## src/rtl/sm_addsub_serial.sv

```systemverilog
`timescale 1ns/1ps
// sm_addsub_serial: multi-cycle sign-magnitude add/subtract.
// The magnitudes are handled STEP_W bits per clock, LSB chunk first. Each
// result chunk enters the result shift register at the top, so after N steps
// the first chunk sits at the LSB end.
// A subtract that borrows out is corrected by a second serial pass, FIX,
// which computes 0 - diff on the same subtractor.
// Status bits: [3] error, [2] negative, [1] zero, [0] overflow.
// Legal parameters: M >= 3 and (M-1) divisible by STEP_W.
module sm_addsub_serial #(
  parameter int M      = 8,
  parameter int STEP_W = 1
) (
  input  logic         i_clk,
  input  logic         i_rst_n,
  input  logic         i_valid,
  output logic         o_ready,
  input  logic         i_op,
  input  logic [M-1:0] i_arg_A,
  input  logic [M-1:0] i_arg_B,
  output logic         o_valid,
  input  logic         i_ready,
  output logic [M-1:0] o_result,
  output logic [3:0]   o_status
);

  localparam int MW = M - 1;
  localparam int N  = MW / STEP_W;
  localparam int CW = (N > 1) ? $clog2(N) : 1;
  localparam logic [CW-1:0] LAST = CW'(N - 1);

  localparam logic [1:0] S_IDLE = 2'd0;
  localparam logic [1:0] S_CALC = 2'd1;
  localparam logic [1:0] S_FIX  = 2'd2;
  localparam logic [1:0] S_DONE = 2'd3;

  logic [1:0]    state_reg;
  logic [MW-1:0] a_reg;
  logic [MW-1:0] b_reg;
  logic [MW-1:0] res_reg;
  logic          cy_reg;
  logic [CW-1:0] cnt_reg;
  logic          sign_a_reg;
  logic          sign_b_reg;
  logic          sub_reg;
  logic [M-1:0]  result_reg;
  logic [3:0]    status_reg;

  logic [STEP_W-1:0]    a_lo;
  logic [STEP_W-1:0]    b_lo;
  logic [STEP_W:0]      step_w;
  logic                 step_cy;
  logic                 use_sub;
  logic                 last_step;
  logic [MW+STEP_W-1:0] res_cat;
  logic [MW-1:0]        res_next;
  logic [MW-1:0]        a_next;
  logic [MW-1:0]        b_next;
  logic                 fin_sign;
  logic                 mag_zero;
  logic [M-1:0]         fin_result;
  logic [3:0]           fin_status;

  // One serial step: add or subtract the low chunk of the operands, plus
  // the final result packing (sign choice and the no-negative-zero rule).
  always_comb begin
    a_lo      = a_reg[STEP_W-1:0];
    b_lo      = b_reg[STEP_W-1:0];
    use_sub   = sub_reg | (state_reg == S_FIX);
    if (use_sub) begin
      step_w = {1'b0, a_lo} - {1'b0, b_lo} - {{STEP_W{1'b0}}, cy_reg};
    end else begin
      step_w = {1'b0, a_lo} + {1'b0, b_lo} + {{STEP_W{1'b0}}, cy_reg};
    end
    // Top bit is the carry when adding and the borrow when subtracting.
    step_cy   = step_w[STEP_W];
    res_cat   = {step_w[STEP_W-1:0], res_reg};
    res_next  = res_cat[MW+STEP_W-1:STEP_W];
    a_next    = a_reg >> STEP_W;
    b_next    = b_reg >> STEP_W;
    last_step = (cnt_reg == LAST);
    // A negated difference takes the effective sign of B.
    fin_sign  = (state_reg == S_FIX) ? sign_b_reg : sign_a_reg;
    mag_zero  = (res_next == '0);
    if (mag_zero) begin
      fin_result = '0;
      fin_status = 4'b0010;
    end else begin
      fin_result = {fin_sign, res_next};
      fin_status = {1'b0, fin_sign, 2'b00};
    end
  end

  // Control FSM, serial datapath and registered result.
  always_ff @(posedge i_clk) begin
    if (!i_rst_n) begin
      state_reg  <= S_IDLE;
      a_reg      <= '0;
      b_reg      <= '0;
      res_reg    <= '0;
      cy_reg     <= 1'b0;
      cnt_reg    <= '0;
      sign_a_reg <= 1'b0;
      sign_b_reg <= 1'b0;
      sub_reg    <= 1'b0;
      result_reg <= '0;
      status_reg <= 4'b0000;
    end else begin
      case (state_reg)
        S_IDLE: begin
          if (i_valid) begin
            a_reg      <= i_arg_A[MW-1:0];
            b_reg      <= i_arg_B[MW-1:0];
            res_reg    <= '0;
            cy_reg     <= 1'b0;
            cnt_reg    <= '0;
            sign_a_reg <= i_arg_A[M-1];
            sign_b_reg <= i_arg_B[M-1] ^ i_op;
            // Differing effective signs select the magnitude subtract.
            sub_reg    <= i_arg_A[M-1] ^ i_arg_B[M-1] ^ i_op;
            state_reg  <= S_CALC;
          end
        end
        S_CALC: begin
          a_reg   <= a_next;
          b_reg   <= b_next;
          res_reg <= res_next;
          cy_reg  <= step_cy;
          cnt_reg <= cnt_reg + CW'(1);
          if (last_step) begin
            cnt_reg <= '0;
            if (!sub_reg && step_cy) begin
              result_reg <= '0;
              status_reg <= 4'b1001;
              state_reg  <= S_DONE;
            end else if (sub_reg && step_cy) begin
              // |A| < |B|: the difference is a two's-complement
              // magnitude, so negate it in a second pass (0 - diff).
              a_reg     <= '0;
              b_reg     <= res_next;
              res_reg   <= '0;
              cy_reg    <= 1'b0;
              state_reg <= S_FIX;
            end else begin
              result_reg <= fin_result;
              status_reg <= fin_status;
              state_reg  <= S_DONE;
            end
          end
        end
        S_FIX: begin
          a_reg   <= a_next;
          b_reg   <= b_next;
          res_reg <= res_next;
          cy_reg  <= step_cy;
          cnt_reg <= cnt_reg + CW'(1);
          if (last_step) begin
            cnt_reg    <= '0;
            result_reg <= fin_result;
            status_reg <= fin_status;
            state_reg  <= S_DONE;
          end
        end
        S_DONE: begin
          if (i_ready) begin
            state_reg <= S_IDLE;
          end
        end
        default: state_reg <= S_IDLE;
      endcase
    end
  end

  assign o_ready  = (state_reg == S_IDLE);
  assign o_valid  = (state_reg == S_DONE);
  assign o_result = result_reg;
  assign o_status = status_reg;

endmodule

```

## config.mk

```make
export PLATFORM = sky130hd
export DESIGN_NAME = sm_addsub_serial
export DESIGN_NICKNAME = d
export VERILOG_FILES = /design/src/rtl/sm_addsub_serial.sv
export SDC_FILE = /design/constraint.sdc
export NUM_CORES = 1
export LEC_CHECK = 0
export BUFFER_PORTS_ARGS = -buffer_cell sky130_fd_sc_hd__buf_2
export CAP_MARGIN = 10
export CORE_ASPECT_RATIO = 1.1
export CORE_MARGIN = 1.5
export CORE_UTILIZATION = 35
export CTS_CLUSTER_SIZE = 10
export DETAILED_ROUTE_END_ITERATION = 8
export GPL_ROUTABILITY_DRIVEN = 0
export MAX_ROUTING_LAYER = met4
export PLACE_DENSITY = 0.58
export SLEW_MARGIN = 20
export SYNTH_ARGS = -nofsm -noshare
export SYNTH_HDL_FRONTEND = slang
export SYNTH_SLANG_ARGS = --single-unit
```

## constraint.sdc

```tcl
create_clock -name i_clk -period 3.4 [get_ports i_clk]
set_input_delay 0.34 -clock i_clk [delete_from_list [all_inputs] [get_ports i_clk]]
set_output_delay 0.34 -clock i_clk [all_outputs]
set_load 0.01 [all_outputs]
```

==> metrics.md <==
| Metric | Value |
|---|---|
| R2r startpoint | state_reg[1] |
| RSZ-0062 raised after global routing | false |
| Async set-or-reset flop fraction in the synthesized netlist | 0% |
| CP Cell Sequence | inv_1, ha_1, nand2b_1, nand3_1, nor3b_4, o2bb2ai_1 |
| Leading area contributor after synthesis | dfxtp_1 |
| Row count | 27 |
| Compound-Gate Fraction of Synth Area | roughly 28% |
| Critical path origin | state_reg[1] |
| Die width | slightly above 70 um |
| Num Clock Sinks | 39 |
| Initial antenna violation count | 0 |
| Max Cap Viol | 0 |
| GRT Residual Overflow | 0 |
| Worst skew pair latency | about 0.29 ns |
| Commonest non-fill, non-tap cell in the layout | dfxtp_1 |
| Critical path launch point type | flip-flop |
| Setup crit end kind | flip-flop |
| Post-synth EDFFs | 0 |
| Most frequent cells in the layout | dfxtp_1, buf_2, nor2_1 |
| Clk pin slew, worst setup/hold paths | 0.08 ns |
| Crit path max-delay family | simple AND/OR/NAND/NOR gates |
| Sequential share of power | about two fifths |
| Root buffer cell | clkbuf_8 |
| Area grow syn2layout | 15.6% |
| Critical-path cell with the highest stage delay | nor3b_4 |
| Net Sw Frac | between 30% and 40% |
| Final core utilization | a little over two fifths |
| Vias post-DR | about 1600 |
| Cells taking the most area after synthesis | dfxtp_1, a22o_1, a32o_1, ha_1, a221oi_1 |
| Distinct cells, synth | between 40 and 50 |
| CTS tree | yes |
| Pint | around 950 uW |
| Crit path buffers/inverters | 1 |
| Seq/Total Area, Yosys | a little over two fifths |
| Comb power frac | 38.6% |
| Drt wl/cell | 15.5 um |
| Mux contribution to synthesized area | ~1.6% |
| Antenna Nets Post-Route | 0 |
| Num CTS Buffers | 5 |
| Total power | roughly 1600 uW |
| Initial core utilization | a little over a third |
| Slew at the pin with the worst max-slew slack | between 0.9 and 1 ns |
| Post-synthesis simple-gate area fraction | 15.7% |
| Hold Crit Class | input pin to flip-flop |
| Setup_tns | 0 ns |
| Hold_sp | i_arg_A[7] |
| Worst setup path class | flip-flop to flip-flop |
| Die area | between 5000 and 6000 sq um |
| Syn Std Cell Area | between 1500 and 2000 sq um |
| Adder-cell share of the synthesized area | under 10% |
| Final Max Tran Viols | 0 |
| Post_cts resized | 0 |
| WL final | about 4300 um |
| Fillers | 516 |
| Hold Fails Final Rpt | 0 |
| Clock Skews | between 0.004 and 0.005 ns |
| First-pass GRT wire length | approximately 7000 um |
| Cells after Synth | approximately 190 |
| H-tree levels | 2 |
| Worst-path maximum fanout | 12 |
| Yosys top cell area share | between 40% and 50% |
| Xor/xnor share of the synthesized area | less than 1% |
| Layout cells sized above 1 | a little over a fifth |
| Max incr delay on CP | ~0.57 ns |
| Diode count | 0 |
| Die Y | approximately 79 um |
| Minimum clock period | about 2.3 ns |
| Yosys reg bits | 39 |
| # IOs | 35 |
| GRT Total Usage | 16.3% |
| CTS Buffer Depth | 2 |
| Core region area | about 5000 sq um |
| # setup viols final | 0 |
| CP arrival | 2.50 ns |
| Critical Path RT | approximately 3.6 ns |
| Hold-fix buffers, CTS | 0 |
| Dpl hpwl | between 3000 and 4000 um |
| Main synth FF type | dfxtp_1 |
| Syn Nets | 217 |
| Avg Cell Area, Syn | around 9.7 sq um |
| Port bufs | 34 |
| Pwr/cell area | 746 nW/um^2 |
| Lkg Pwr | roughly 0.00081 uW |
| Largest net degree at the start of global routing | 22 |
| Sw Pwr | 621 uW |
| Drt first-iter violations | between 100 and 150 |
| Combinational family with the most area after synthesis | compound AO/OA/AOI/OAI gates |
| Clock group share of total power | 22.3% |
| # DRC | 0 |
| Vias in the first global route | around 1400 |
| # Post-CTS Setup Buffers | 0 |
| Pre-antenna DRT Iters | 4 |
| Period utilization | between 60% and 70% |
| Maximum VDD drop | 0.288 mV |
| Worst relative slew slack | about 33% |
| Via density | 5.63 |
| FMAX | ~440 MHz |
| Layout net count | ~250 |
| Outcome | finished clean |
| Synth warnings | 0 |
[cells by family (layout without fill, tap and decap cells)]
group           Yosys count  after routing
compound gates           64             64
xor+xnor                  2              2
fa+ha+maj                 7              7
buf+inv                  21             51
flops                    39             39
mux                       3              3
simple gates             53             53
[routing by layer]
| layer | share of wire (%) | GRT usage (%) |
|---|---|---|
| met1 | 48 | 21.9 |
| met2 | 48 | 24.5 |
| met3 | 2.4 | 3.55 |
| met4 | 1.1 | 5.28 |
| met5 | 0 | - |
[cells in the mapped netlist, drive strengths merged (6+ instances only)]
cell type,n
a21oi,8
a221oi,6
a22o,8
a31oi,7
a32o,7
buf,6
clkbuf,6
dfxtp,39
inv,8
nand2,8
nand3,7
nor2,13
nor3,9
nor4,7
o21ai,6
o2bb2ai,6
[final timing paths]
| kind | end | slack (ns) | cells after the start |
|---|---|---|---|
| max | a_reg[0] | 1.11 | 6 |
| min | sign_a_reg | 0.32 | 3 |
| max reg2reg | a_reg[0] | 1.11 | 6 |
| min reg2reg | a_reg[2] | 0.46 | 1 |
[per-stage QoR]
| stage | instances | setup WS, ns | instance area [sq um] | hold WS, ns |
|---|---|---|---|---|
| 6_report | 277 | 1.11 | 2110 | 0.320 |
| 3_5_place_dp | 269 | 1.16 | 2010 | 0.438 |
| 5_1_grt | 277 | 0.937 | 2110 | 0.343 |
| 2_1_floorplan | 189 | 1.57 | 1830 | 0.426 |
| 4_1_cts | 277 | 1.14 | 2110 | 0.317 |
| 3_3_place_gp | 269 | 1.20 | 2010 | 0.428 |
[worst min-delay path: stages]
cell     delay [ns]
buf_2          0.10
mux2i_1        0.06
nor2_1         0.08
[power groups by stage]
stage / sequential (uW) / combinational [uW] / clock, uW
6_report: 614 / 607 / 352
5_1_grt: 626 / 681 / 379
4_1_cts: 614 / 608 / 361
3_5_place_dp: 624 / 604 / 0
3_3_place_gp: 625 / 607 / 0
2_1_floorplan: 607 / 476 / 0
[area by class of cell]
type / count / area, sq um / share of cell area [%]
multi-input combinational: 129 / 948 / 45.0
sequential: 39 / 781 / 37.0
timing repair buffer: 34 / 170 / 8.07
clock buffer: 7 / 96.3 / 4.57
tap: 58 / 72.6 / 3.44
inverter: 9 / 33.8 / 1.60
clock inverter: 1 / 7.51 / 0.356
Note: power is estimated with default switching activity, not from simulation.
